## src/rtl/bcd_mw_add_seq_if.sv

```systemverilog
// Request/result handshake bundle for the multi-word BCD addition sequencer.
// master = requester/consumer side, slave = sequencer side.
interface bcd_mw_add_seq_if #(
  parameter int WORDS = 4
);
  logic                  in_valid;
  logic                  in_ready;
  logic [16*WORDS-1:0]   in_a;
  logic [16*WORDS-1:0]   in_b;
  logic                  in_cin;
  logic                  out_valid;
  logic                  out_ready;
  logic [16*WORDS-1:0]   out_sum;
  logic                  out_cout;
  logic                  out_err;

  modport master (
    output in_valid, in_a, in_b, in_cin, out_ready,
    input  in_ready, out_valid, out_sum, out_cout, out_err
  );

  modport slave (
    input  in_valid, in_a, in_b, in_cin, out_ready,
    output in_ready, out_valid, out_sum, out_cout, out_err
  );
endinterface

```

## src/rtl/bcd_mw_add_seq.sv

```systemverilog
// Multi-word BCD adder sequencer: walks WORDS 16-bit words LS-first through one
// shared external combinational bcd_adder16, rippling the decimal carry in a register.
//
// state | meaning
// IDLE  | waiting for a request, in_ready=1, adder inputs quiescent
// RUN   | one word per cycle through the shared adder, idx selects the word
// DONE  | result presented with out_valid=1 until out_ready
module bcd_mw_add_seq #(
  parameter int WORDS = 4
) (
  input  logic                clk,
  input  logic                rst,
  bcd_mw_add_seq_if.slave     req,
  output logic [15:0]         add_a,
  output logic [15:0]         add_b,
  output logic                add_cin,
  input  logic [15:0]         add_sum,
  input  logic                add_cout
);

  localparam int IW = (WORDS > 1) ? $clog2(WORDS) : 1;

  typedef enum logic [1:0] {
    S_IDLE = 2'd0,
    S_RUN  = 2'd1,
    S_DONE = 2'd2
  } state_t;

  state_t              state_q, state_d;
  logic [IW-1:0]       idx_q, idx_d;
  logic [16*WORDS-1:0] a_q, a_d;
  logic [16*WORDS-1:0] b_q, b_d;
  logic [16*WORDS-1:0] sum_q, sum_d;
  logic                carry_q, carry_d;
  logic                cout_q, cout_d;
  logic                err_q, err_d;
  logic                nib_err;
  logic                in_ready_c;
  logic                out_valid_c;

  always_comb begin
    nib_err = 1'b0;
    for (int i = 0; i < 4*WORDS; i++) begin
      if ((req.in_a[4*i +: 4] > 4'd9) || (req.in_b[4*i +: 4] > 4'd9)) nib_err = 1'b1;
    end
  end

  always_ff @(posedge clk) begin
    if (rst) begin
      state_q <= S_IDLE;
      idx_q   <= '0;
      a_q     <= '0;
      b_q     <= '0;
      sum_q   <= '0;
      carry_q <= 1'b0;
      cout_q  <= 1'b0;
      err_q   <= 1'b0;
    end else begin
      state_q <= state_d;
      idx_q   <= idx_d;
      a_q     <= a_d;
      b_q     <= b_d;
      sum_q   <= sum_d;
      carry_q <= carry_d;
      cout_q  <= cout_d;
      err_q   <= err_d;
    end
  end

  always_comb begin
    state_d     = state_q;
    idx_d       = idx_q;
    a_d         = a_q;
    b_d         = b_q;
    sum_d       = sum_q;
    carry_d     = carry_q;
    cout_d      = cout_q;
    err_d       = err_q;
    in_ready_c  = 1'b0;
    out_valid_c = 1'b0;
    add_a       = '0;
    add_b       = '0;
    add_cin     = 1'b0;

    case (state_q)
      S_IDLE: begin
        in_ready_c = 1'b1;
        if (req.in_valid) begin
          a_d     = req.in_a;
          b_d     = req.in_b;
          carry_d = req.in_cin;
          idx_d   = '0;
          err_d   = nib_err;
          state_d = S_RUN;
        end
      end
      S_RUN: begin
        add_a   = a_q[16*idx_q +: 16];
        add_b   = b_q[16*idx_q +: 16];
        add_cin = carry_q;
        sum_d[16*idx_q +: 16] = add_sum;
        carry_d = add_cout;
        idx_d   = idx_q + IW'(1);
        if (idx_q == IW'(WORDS-1)) begin
          cout_d  = add_cout;
          state_d = S_DONE;
        end
      end
      S_DONE: begin
        out_valid_c = 1'b1;
        if (req.out_ready) state_d = S_IDLE;
      end
      default: state_d = S_IDLE;
    endcase
  end

  assign req.in_ready  = in_ready_c;
  assign req.out_valid = out_valid_c;
  assign req.out_sum   = sum_q;
  assign req.out_cout  = cout_q;
  assign req.out_err   = err_q;

endmodule
```

## src/flat_wrapper.sv

```systemverilog
// flat-port wrapper written by rule: the top's interface ports become plain ports
module bcd_mw_add_seq_flat 
#(
  parameter int WORDS = 4
)
  (clk, rst, add_a, add_b, add_cin, add_sum, add_cout, req_in_valid, req_in_a, req_in_b, req_in_cin, req_out_ready, req_in_ready, req_out_valid, req_out_sum, req_out_cout, req_out_err);
  bcd_mw_add_seq_if #(.WORDS(WORDS)) req_i ();
  input  logic clk;
  input  logic rst;
  output logic [15:0] add_a;
  output logic [15:0] add_b;
  output logic add_cin;
  input  logic [15:0] add_sum;
  input  logic add_cout;
  input wire logic [$bits(req_i.in_valid)-1:0] req_in_valid;
  input wire logic [$bits(req_i.in_a)-1:0] req_in_a;
  input wire logic [$bits(req_i.in_b)-1:0] req_in_b;
  input wire logic [$bits(req_i.in_cin)-1:0] req_in_cin;
  input wire logic [$bits(req_i.out_ready)-1:0] req_out_ready;
  output wire logic [$bits(req_i.in_ready)-1:0] req_in_ready;
  output wire logic [$bits(req_i.out_valid)-1:0] req_out_valid;
  output wire logic [$bits(req_i.out_sum)-1:0] req_out_sum;
  output wire logic [$bits(req_i.out_cout)-1:0] req_out_cout;
  output wire logic [$bits(req_i.out_err)-1:0] req_out_err;
  assign req_i.in_valid = req_in_valid;
  assign req_i.in_a = req_in_a;
  assign req_i.in_b = req_in_b;
  assign req_i.in_cin = req_in_cin;
  assign req_i.out_ready = req_out_ready;
  assign req_in_ready = req_i.in_ready;
  assign req_out_valid = req_i.out_valid;
  assign req_out_sum = req_i.out_sum;
  assign req_out_cout = req_i.out_cout;
  assign req_out_err = req_i.out_err;
  bcd_mw_add_seq #(.WORDS(WORDS)) u_core (.clk(clk), .rst(rst), .req(req_i), .add_a(add_a), .add_b(add_b), .add_cin(add_cin), .add_sum(add_sum), .add_cout(add_cout));
endmodule
```

## config.mk

```make
export PLATFORM = sky130hd
export DESIGN_NAME = bcd_mw_add_seq_flat
export DESIGN_NICKNAME = d
export VERILOG_FILES = /design/src/rtl/bcd_mw_add_seq_if.sv /design/src/rtl/bcd_mw_add_seq.sv /design/src/flat_wrapper.sv
export SDC_FILE = /design/constraint.sdc
export NUM_CORES = 1
export LEC_CHECK = 0
export CORE_MARGIN = 1.5
export CORE_UTILIZATION = 33
export CTS_CLUSTER_DIAMETER = 100
export DETAILED_ROUTE_END_ITERATION = 6
export GPL_ROUTABILITY_DRIVEN = 0
export SLEW_MARGIN = 20
export SYNTH_ARGS = -nofsm -noshare
export SYNTH_HDL_FRONTEND = slang
export SYNTH_SLANG_ARGS = --single-unit
```

## constraint.sdc

```tcl
create_clock -name clk -period 2.75 [get_ports clk]
set_input_delay 0.55 -clock clk [delete_from_list [all_inputs] [get_ports clk]]
set_output_delay 0.55 -clock clk [all_outputs]
set_load 0.01 [all_outputs]
```

==> impl_metrics.env, run 1 <==
export IMPL_cpPeakStageDelay_ns=0.47
export IMPL_maxSlewHeadroom_pct=61.2
export IMPL_dp_hpwl_um=17800
export IMPL_clkLatencyLatePin_ns=0.43
export IMPL_yosysUniqueCellTypes=27
export IMPL_hp_class="register to register"
export IMPL_syn_num_nets=1088
export IMPL_layout_common_cells="nand2_1 (260), clkdlybuf4s50_1 (241), dfxtp_1 (197)"
export IMPL_worstMarginPinSlew_ns=0.582
export IMPL_path_cells="buf_4, mux4_2, and2_1, clkdlybuf4s50_1"
export IMPL_clockBufferDepth=2
export IMPL_startpoint_type="register"
export IMPL_max_freq_ghz=0.373
export IMPL_antenna_cells=0
export IMPL_grt_max_degree=132
export IMPL_layout_commonest_cell="nand2_1"
export IMPL_place_ws_ns=0.232
export IMPL_die_w_um=160
export IMPL_multiInputGateArea_um2=3840
export IMPL_grt_usage_pct=19.7
export IMPL_first_pass_iters=5
export IMPL_postSynthAreaPerCell_um2=8.71
export IMPL_setup_tns_ns=0
export IMPL_power_ir_vdd_worst_v=0.000302
export IMPL_ys_ff_latch=199
export IMPL_start_util_pct=33.5
export IMPL_synthTopCellsByArea="dfxtp_1 (49%), nand2_1 (12%), mux4_2 (8.9%)"
export IMPL_grt_antenna_before_repair=1
export IMPL_die_area_um2=25500
export IMPL_synth_top_area_share_pct=49.1
export IMPL_io_pins=251
export IMPL_hold_slack_ns=0.454
export IMPL_grt_pass1_vias=7261
export IMPL_required_ns=2.20
export IMPL_p_per_area_nw_per_um2=551
export IMPL_crit_arrival_ns=2.13
export IMPL_io_buffers=250
export IMPL_p_leak_nw=4.35
export IMPL_drv_cap=0
export IMPL_drcViolationCount=0
export IMPL_gr_total_overflow=0
export IMPL_drive_gt1_share_pct=9.66
export IMPL_routed_wl_um=25400
export IMPL_cts_tree="yes"
export IMPL_fin_ws_ns=0.0707
export IMPL_cts_sinks=199
export IMPL_clk_pin_slew_ns=0.07
export IMPL_critPathSlowestCell="clkdlybuf4s50_1"
export IMPL_critPathKind="register to output pin"
export IMPL_via_per_inst=4.92
export IMPL_clock_skew_ns=0.0125
export IMPL_cts_root_buf="clkbuf_16"
export IMPL_crit_fanout=21
export IMPL_register_area_um2=3990
export IMPL_rows=57
export IMPL_ant_nets=0
export IMPL_syn_instance_count=932
export IMPL_crit_family="buffers and inverters"
export IMPL_fill_cells=2352
export IMPL_rsz0062_at_grt="no"
export IMPL_grt_pass1_wl_um=39700
export IMPL_fin_crit_sh_pct=97.4
export IMPL_total_power_mw=6.43
export IMPL_synth_area_um2=8120
export IMPL_finalNetCount=1323
export IMPL_timing_hold_violations_final=0
export IMPL_status="finished clean"
export IMPL_wl_per_cell_um=16.9
export IMPL_drv_slew=0
export IMPL_ctsHoldBuffers=0
export IMPL_worst_path_buf_inv=2
export IMPL_end_kind="output pin"
export IMPL_min_period_ns=2.68
export IMPL_synthToLayoutAreaGrowth_pct=43.9
export IMPL_core_area_um2=24200
export IMPL_synth_top_cell_by_area="dfxtp_1"
export IMPL_vias=7399
export IMPL_fp_dieH_um=160
export IMPL_ys_warn_count=0
export IMPL_regToRegSetupSlack_ns=0.54
export IMPL_cts_buffers=17
export IMPL_setup_viol=0
export IMPL_htreeDepth=4
export IMPL_ys_seq_area_share_pct=49.1
export IMPL_drt_initial_drc_count=544
-- state kept, by name (all words and copies together) (netlist names) --
register	cells
u_core.req.out_sum	64
u_core.req.out_cout	1
u_core.idx_q	2
u_core.carry_q	1
u_core.b_q	64
u_core.req.out_err	1
u_core.state_q	2
u_core.a_q	64
-- kinds of logic (layout without fill, tap and decap cells) --
kind of cell	count (synthesis)	after routing	synth area share (%)
fa+ha+maj	6	6	0.925
buf+inv	73	321	3.81
compound gates	232	232	16.3
flops	199	199	49.1
mux	32	32	8.88
simple gates	390	390	21.0
-- per-stage QoR --
| stage | std cells | util [%] | area [um2] |
|---|---|---|---|
| finish | 1504 | 48.2 | 11700 |
| global route | 1504 | 48.2 | 11700 |
| CTS | 1497 | 47.8 | 11600 |
| detailed placement | 1463 | 45.5 | 11000 |
| global placement | 1463 | 45.5 | 11000 |
| floorplan | 932 | - | 8120 |
-- worst register-to-register path, stage by stage (launching register included) --
cell and delay (ns):
dfxtp_4 0.39, buf_4 0.27, inv_1 0.23, ha_1 0.47, nor4_4 0.28, buf_4 0.30
a22oi_1 0.10, nor2_1 0.11
-- layout make-up --
type | count | share of cell area (%)
Clock buffer | 19 | 3.79
Clock inverter | 13 | 0.964
Inverter | 2 | 0.0643
Multi-Input combinational cell | 660 | 32.9
Sequential cell | 199 | 34.2
Tap cell | 324 | 3.47
Timing Repair Buffer | 287 | 24.7
-- synthesized netlist by cell type --
master    count
clkbuf_1     58
nand3_1       4
dfxtp_1     199
buf_2         7
nor4b_4       3
mux4_2       32
a21oi_1     134
nor4_4        1
a211oi_1      1
nor3b_2       1
inv_1         2
nand4_1       7
or4_1         1
nand2_4       3
nand2_1     261
o21ai_0      32
buf_6         1
nor2b_1       1
and2b_1       1
nor2_1       67
a22oi_1      65
ha_1          6
and2_1       33
nand2b_1      3
nor3_1        3
nand2_2       1
buf_4         5
-- timing repair --
item / in CTS / in global routing
endpoints found under the setup margin: 24 / 15
setup buffers: 2 / 7
gates resized for setup: 1 / 9
-- layer usage --
| metal | up-vias | global-route usage, % | wire length (um) |
|---|---|---|---|
| li1 | 3658 | - | - |
| met1 | 3499 | 26.1 | 11700 |
| met2 | 215 | 31.7 | 11800 |
| met3 | 25 | 4.73 | 1520 |
| met4 | 2 | 6.12 | 469 |
| met5 | - | 0 | 16 |
-- worst paths after layout --
| kind | from | end | depth (start not counted) |
|---|---|---|---|
| setup / recovery | u_core.idx_q[1] | add_a[7] | 4 |
| hold / removal | u_core.b_q[61] | u_core.b_q[61] | 2 |
| hold reg to reg | u_core.b_q[61] | u_core.b_q[61] | 2 |
| setup reg to reg | u_core.idx_q[0] | u_core.req.out_sum[60] | 7 |
-- report_power, final --
group,switching (mW),internal (mW)
sequential,0.0717,3.02
clock,1.18,1.21
combinational,0.462,0.484
total,1.71,4.72
Power figures use the tool's default switching activity.
==> run 2: changes to the inputs <==
- CORE_MARGIN: 1.5 -> 1
==> run 2 against run 1 <==
  * Flip-flop and latch count is the same
  * Die area shrank 1.2%
  * Clock skew shrank 0.0051 ns
  * Hold slack is essentially flat
  * Cell area grew 1.9%
  * Maximum frequency is essentially flat
  * Total power grew 2.7%
  * Non-clock buffer count grew 7
  * Wire length grew 0.57%
  * Sequential power is essentially flat
  * Critical path type unchanged
  * Critical endpoint is now add_b[12]
  * Highest routed layer unchanged
==> impl_metrics.env, run 2 (same netlist as run 1, synthesis figures left out) <==
export IMPL_crit_arrival_ns=2.13
export IMPL_fill_cells=2358
export IMPL_clock_skew_ns=0.00738
export IMPL_ant_nets=0
export IMPL_start_util_pct=33.5
export IMPL_required_ns=2.20
export IMPL_synthToLayoutAreaGrowth_pct=46.6
export IMPL_critPathKind="register to output pin"
export IMPL_vias=7495
export IMPL_die_area_um2=25200
export IMPL_crit_fanout=9
export IMPL_setup_viol=0
export IMPL_total_power_mw=6.60
export IMPL_worstMarginPinSlew_ns=0.579
export IMPL_drv_slew=0
export IMPL_drcViolationCount=0
export IMPL_drive_gt1_share_pct=10.2
export IMPL_gr_total_overflow=0
export IMPL_wl_per_cell_um=16.9
export IMPL_setup_tns_ns=0
export IMPL_rsz0062_at_grt="no"
export IMPL_grt_antenna_before_repair=2
export IMPL_status="finished clean"
export IMPL_post_route_util_pct=49.1
export IMPL_rows=57
export IMPL_grt_pass1_wl_um=40000
export IMPL_dp_cells=1462
export IMPL_drv_cap=0
export IMPL_die_w_um=159
export IMPL_htreeDepth=4
export IMPL_p_int_mw=4.83
export IMPL_fin_crit_sh_pct=97.4
export IMPL_multiInputGateArea_um2=3840
export IMPL_finalNetCount=1330
export IMPL_p_leak_nw=4.52
export IMPL_p_sw_mw=1.78
export IMPL_maxSlewHeadroom_pct=61.4
export IMPL_grt_pass1_vias=7204
export IMPL_combinationalPowerShare_pct=14.9
export IMPL_final_cells=1512
export IMPL_startpoint_type="register"
export IMPL_p_seq_share_pct=46.8
export IMPL_cts_buffers=17
export IMPL_cts_root_buf="clkbuf_16"
export IMPL_register_area_um2=3990
export IMPL_layout_common_cells="nand2_1 (260), clkdlybuf4s50_1 (228), dfxtp_1 (197)"
export IMPL_pwr_share_clk_pct=38.4
export IMPL_max_freq_ghz=0.373
export IMPL_drt_initial_drc_count=569
export IMPL_cts_tree="yes"
export IMPL_p_per_area_nw_per_um2=555
export IMPL_end_kind="output pin"
export IMPL_fp_dieH_um=159
export IMPL_io_pins=251
export IMPL_core_area_um2=24200
export IMPL_clkLatencyLatePin_ns=0.43
export IMPL_power_share_switching_pct=26.9
export IMPL_dp_hpwl_um=17300
export IMPL_io_buffers=250
export IMPL_min_period_ns=2.68
export IMPL_clk_pin_slew_ns=0.07
export IMPL_via_per_inst=4.96
export IMPL_layout_commonest_cell="nand2_1"
export IMPL_clockBufferDepth=2
export IMPL_grt_usage_pct=20.1
export IMPL_first_pass_iters=5
export IMPL_grt_max_degree=132
export IMPL_power_ir_vdd_worst_v=0.000322
export IMPL_hp_class="register to register"
export IMPL_timing_hold_violations_final=0
export IMPL_cts_sinks=199
export IMPL_routed_wl_um=25600
[run 2: power groups by stage]
stage | sequential, mW | clock [mW] | combinational (mW)
floorplan | 3.14 | 0 | 0.465
global placement | 3.15 | 0 | 0.952
detailed placement | 3.15 | 0 | 0.958
CTS | 3.09 | 2.60 | 0.974
global route | 3.10 | 2.73 | 1.07
finish | 3.09 | 2.53 | 0.983
[run 2: area by class of cell]
cell class	instances	share of cell area (%)
diodes	1	0.0210
clock buffers	18	3.61
clock inverters	14	1.39
repair buffers	294	25.7
multi-input cells	660	32.3
well taps	324	3.41
inverters	2	0.0631
flip-flops and latches	199	33.5
[run 2: critical path: stages (launching register included)]
cell and delay [ns]:
dfxtp_4 0.40, buf_12 0.15, mux4_2 0.50, and2_1 0.17, clkdlybuf4s50_1 0.48
[run 2: final timing paths]
check / start / to / cells after the start / slack [ns]
max: u_core.idx_q[1] / add_b[12] / 4 / 0.07
min: u_core.req.out_cout / u_core.req.out_cout / 2 / 0.45
max reg2reg: u_core.idx_q[0] / u_core.req.out_sum[20] / 7 / 0.72
min reg2reg: u_core.req.out_cout / u_core.req.out_cout / 2 / 0.45
[run 2: layer usage]
| layer | GRT usage (%) | wire [um] | up-vias |
|---|---|---|---|
| met4 | 5.43 | 341 | 2 |
| met5 | 0 | 13 | - |
| met1 | 26.1 | 11400 | 3569 |
| met2 | 33.1 | 12300 | 226 |
| li1 | - | - | 3675 |
| met3 | 5.12 | 1510 | 23 |
[run 2: stage by stage]
step / instance area [um2] / hold slack (ns) / setup slack [ns]
after floorplan: 8120 / 0.433 / 0.370
after global placement: 11100 / 0.439 / 0.181
after detailed placement: 11100 / 0.446 / 0.197
after CTS: 11800 / 0.457 / 0.00139
after global routing: 11900 / 0.470 / 0.00933
final: 11900 / 0.454 / 0.0703
[run 2: what timing repair did]
action                     4_1_cts  5_1_grt
setup buffers                    2       13
cloned                           2        0
pin swaps                        0        0
hold buffers                     0        0
setup endpoints to repair       31       17
gates resized for setup         19        9
==> run 3: changes to the inputs <==
- CAP_MARGIN: unset -> 20
- CTS_BUF_LIST: unset -> sky130_fd_sc_hd__clkbuf_4 sky130_fd_sc_hd__clkbuf_8
==> run 3 against run 2 <==
  * Via count fell by 0.55%
  * Sequential power barely moved
  * Clock power fell by 24%
  * Highest routed layer unchanged
  * First-iteration DRC count rose by 8.4%
  * Critical path type unchanged
  * Worst setup slack improved by 0.090 ns
  * Cell area fell by 2.8%
  * Utilization fell by 1.4 points
  * Critical path depth did not move
  * Total power fell by 9.7%
  * Largest cell class unchanged
==> impl_metrics.env, run 3 (same netlist as run 1, synthesis figures left out) <==
export IMPL_io_pins=251
export IMPL_combinationalPowerShare_pct=16.0
export IMPL_startpoint_type="register"
export IMPL_ctsHoldBuffers=0
export IMPL_grt_pass1_wl_um=40000
export IMPL_pwr_share_clk_pct=32.2
export IMPL_start_util_pct=33.5
export IMPL_regToRegSetupSlack_ns=0.70
export IMPL_status="finished clean"
export IMPL_min_period_ns=2.59
export IMPL_power_ir_vdd_worst_v=0.000279
export IMPL_cpPeakStageDelay_ns=0.51
export IMPL_grt_pass1_vias=7204
export IMPL_maxSlewHeadroom_pct=61.9
export IMPL_worstMarginPinSlew_ns=0.572
export IMPL_drv_cap=0
export IMPL_crit_fanout=15
export IMPL_path_cells="buf_12, mux4_2, and2_1, dlygate4sd2_1"
export IMPL_drcViolationCount=0
export IMPL_routed_wl_um=25300
export IMPL_via_per_inst=4.98
export IMPL_end_kind="output pin"
export IMPL_crit_arrival_ns=2.04
export IMPL_grt_antenna_before_repair=1
export IMPL_clockBufferDepth=2
export IMPL_ant_nets=0
export IMPL_fin_crit_sh_pct=94.2
export IMPL_clk_pin_slew_ns=0.10
export IMPL_setup_viol=0
export IMPL_place_ws_ns=0.197
export IMPL_hold_start="u_core.b_q[2]"
export IMPL_p_sw_mw=1.68
export IMPL_worstRegToRegCells=7
export IMPL_clkLatencyLatePin_ns=0.46
export IMPL_first_pass_iters=5
export IMPL_finalNetCount=1316
export IMPL_critPathSlowestCell="mux4_2"
export IMPL_vias=7454
export IMPL_p_seq_share_pct=51.8
export IMPL_cts_buffers=17
export IMPL_drt_initial_drc_count=617
export IMPL_hold_slack_ns=0.458
export IMPL_die_area_um2=25200
export IMPL_required_ns=2.20
export IMPL_timing_hold_violations_final=0
export IMPL_fin_ws_ns=0.161
export IMPL_rsz0062_at_grt="no"
export IMPL_grt_max_degree=132
export IMPL_core_area_um2=24200
export IMPL_fill_cells=2387
export IMPL_htreeDepth=4
export IMPL_antenna_cells=0
export IMPL_drv_slew=0
export IMPL_cts_tree="yes"
export IMPL_hp_class="register to register"
export IMPL_die_w_um=159
export IMPL_critPathKind="register to output pin"
export IMPL_layout_commonest_cell="nand2_1"
export IMPL_rows=57
export IMPL_grt_usage_pct=20.1
export IMPL_cts_sinks=199
export IMPL_cts_root_buf="clkbuf_8"
export IMPL_wl_per_cell_um=16.9
export IMPL_reg2reg_from="u_core.idx_q[0]"
export IMPL_holdPathStages=2
export IMPL_p_per_area_nw_per_um2=515
export IMPL_whs_endpoint="u_core.b_q[2]"
export IMPL_r2r_end="u_core.req.out_sum[20]"
export IMPL_fp_dieH_um=159
export IMPL_clock_skew_ns=0.00889
export IMPL_p_leak_nw=4.30
export IMPL_dp_hpwl_um=17300
export IMPL_power_share_switching_pct=28.2
export IMPL_gr_total_overflow=0
export IMPL_layout_common_cells="nand2_1 (260), clkdlybuf4s50_1 (217), dfxtp_1 (195)"
export IMPL_synthToLayoutAreaGrowth_pct=42.6
export IMPL_max_freq_ghz=0.386
export IMPL_p_int_mw=4.28
export IMPL_drive_gt1_share_pct=9.38
export IMPL_io_buffers=250
export IMPL_setup_tns_ns=0
-- run 3: changes by cell type in the layout (fill, tap and decap cells not counted), sizes merged --
| cell | change |
|---|---|
| dlygate4sd2 | +20 |
| buf | -14 |
| clkdlybuf4s50 | -11 |
| dlymetal6s2s | -9 |
| diode | -1 |
-- run 3: worst max-delay path: cells and delay by family, from the launching register on --
family,cells,cell delay (ns)
mux,1,0.51
buf+inv,2,0.47
flops,1,0.40
simple gates,1,0.19
-- run 3: metal layers --
layer | track usage, % | up-vias | share of wire [%]
met3 | 5.12 | 24 | 6.3
met1 | 26.2 | 3527 | 45
li1 | - | 3650 | -
met2 | 33.0 | 251 | 48
met5 | 0 | - | 0.051
met4 | 4.90 | 2 | 1.2
-- run 3: worst max path at each step --
| stage | start | end |
|---|---|---|
| global route | u_core.idx_q[0] | add_a[3] |
| detailed placement | req_in_a[21] | u_core.req.out_err |
| finish | u_core.idx_q[0] | add_a[3] |
| floorplan | u_core.idx_q[1] | u_core.req.out_sum[22] |
| CTS | u_core.state_q[1] | add_cin |
| global placement | req_in_a[21] | u_core.req.out_err |
-- run 3: repair_timing --
item                                   CTS  global route
endpoints found under the hold margin    0             0
buffers inserted                         1             0
gates resized for setup                 40             1
pin swaps                                0             0
gates cloned                             2             0
setup endpoints to repair               33             1
-- run 3: area by class of cell --
| cell class | count | area (um2) | share of cell area, % |
|---|---|---|---|
| Timing Repair Buffer | 280 | 2920 | 25.2 |
| Inverter | 2 | 7.51 | 0.0649 |
| Tap cell | 324 | 405 | 3.50 |
| Clock buffer | 18 | 241 | 2.09 |
| Sequential cell | 199 | 3990 | 34.5 |
| Multi-Input combinational cell | 660 | 3840 | 33.2 |
| Clock inverter | 14 | 165 | 1.43 |
-- run 3: power groups by stage --
stage	registers (mW)	clock network (mW)	logic [mW]
finish	3.09	1.92	0.956
global placement	3.15	0	0.952
CTS	3.09	1.99	0.968
floorplan	3.14	0	0.465
global route	3.11	2.11	1.05
detailed placement	3.15	0	0.958
-- run 3: per-stage QoR --
stage | instances | total power [mW] | cell area [um2] | utilization, %
2_1_floorplan | 932 | 3.60 | 8120 | -
3_3_place_gp | 1462 | 4.10 | 11100 | 45.8
3_5_place_dp | 1462 | 4.11 | 11100 | 45.8
4_1_cts | 1497 | 6.05 | 11600 | 47.7
5_1_grt | 1497 | 6.26 | 11600 | 47.7
6_report | 1497 | 5.96 | 11600 | 47.7
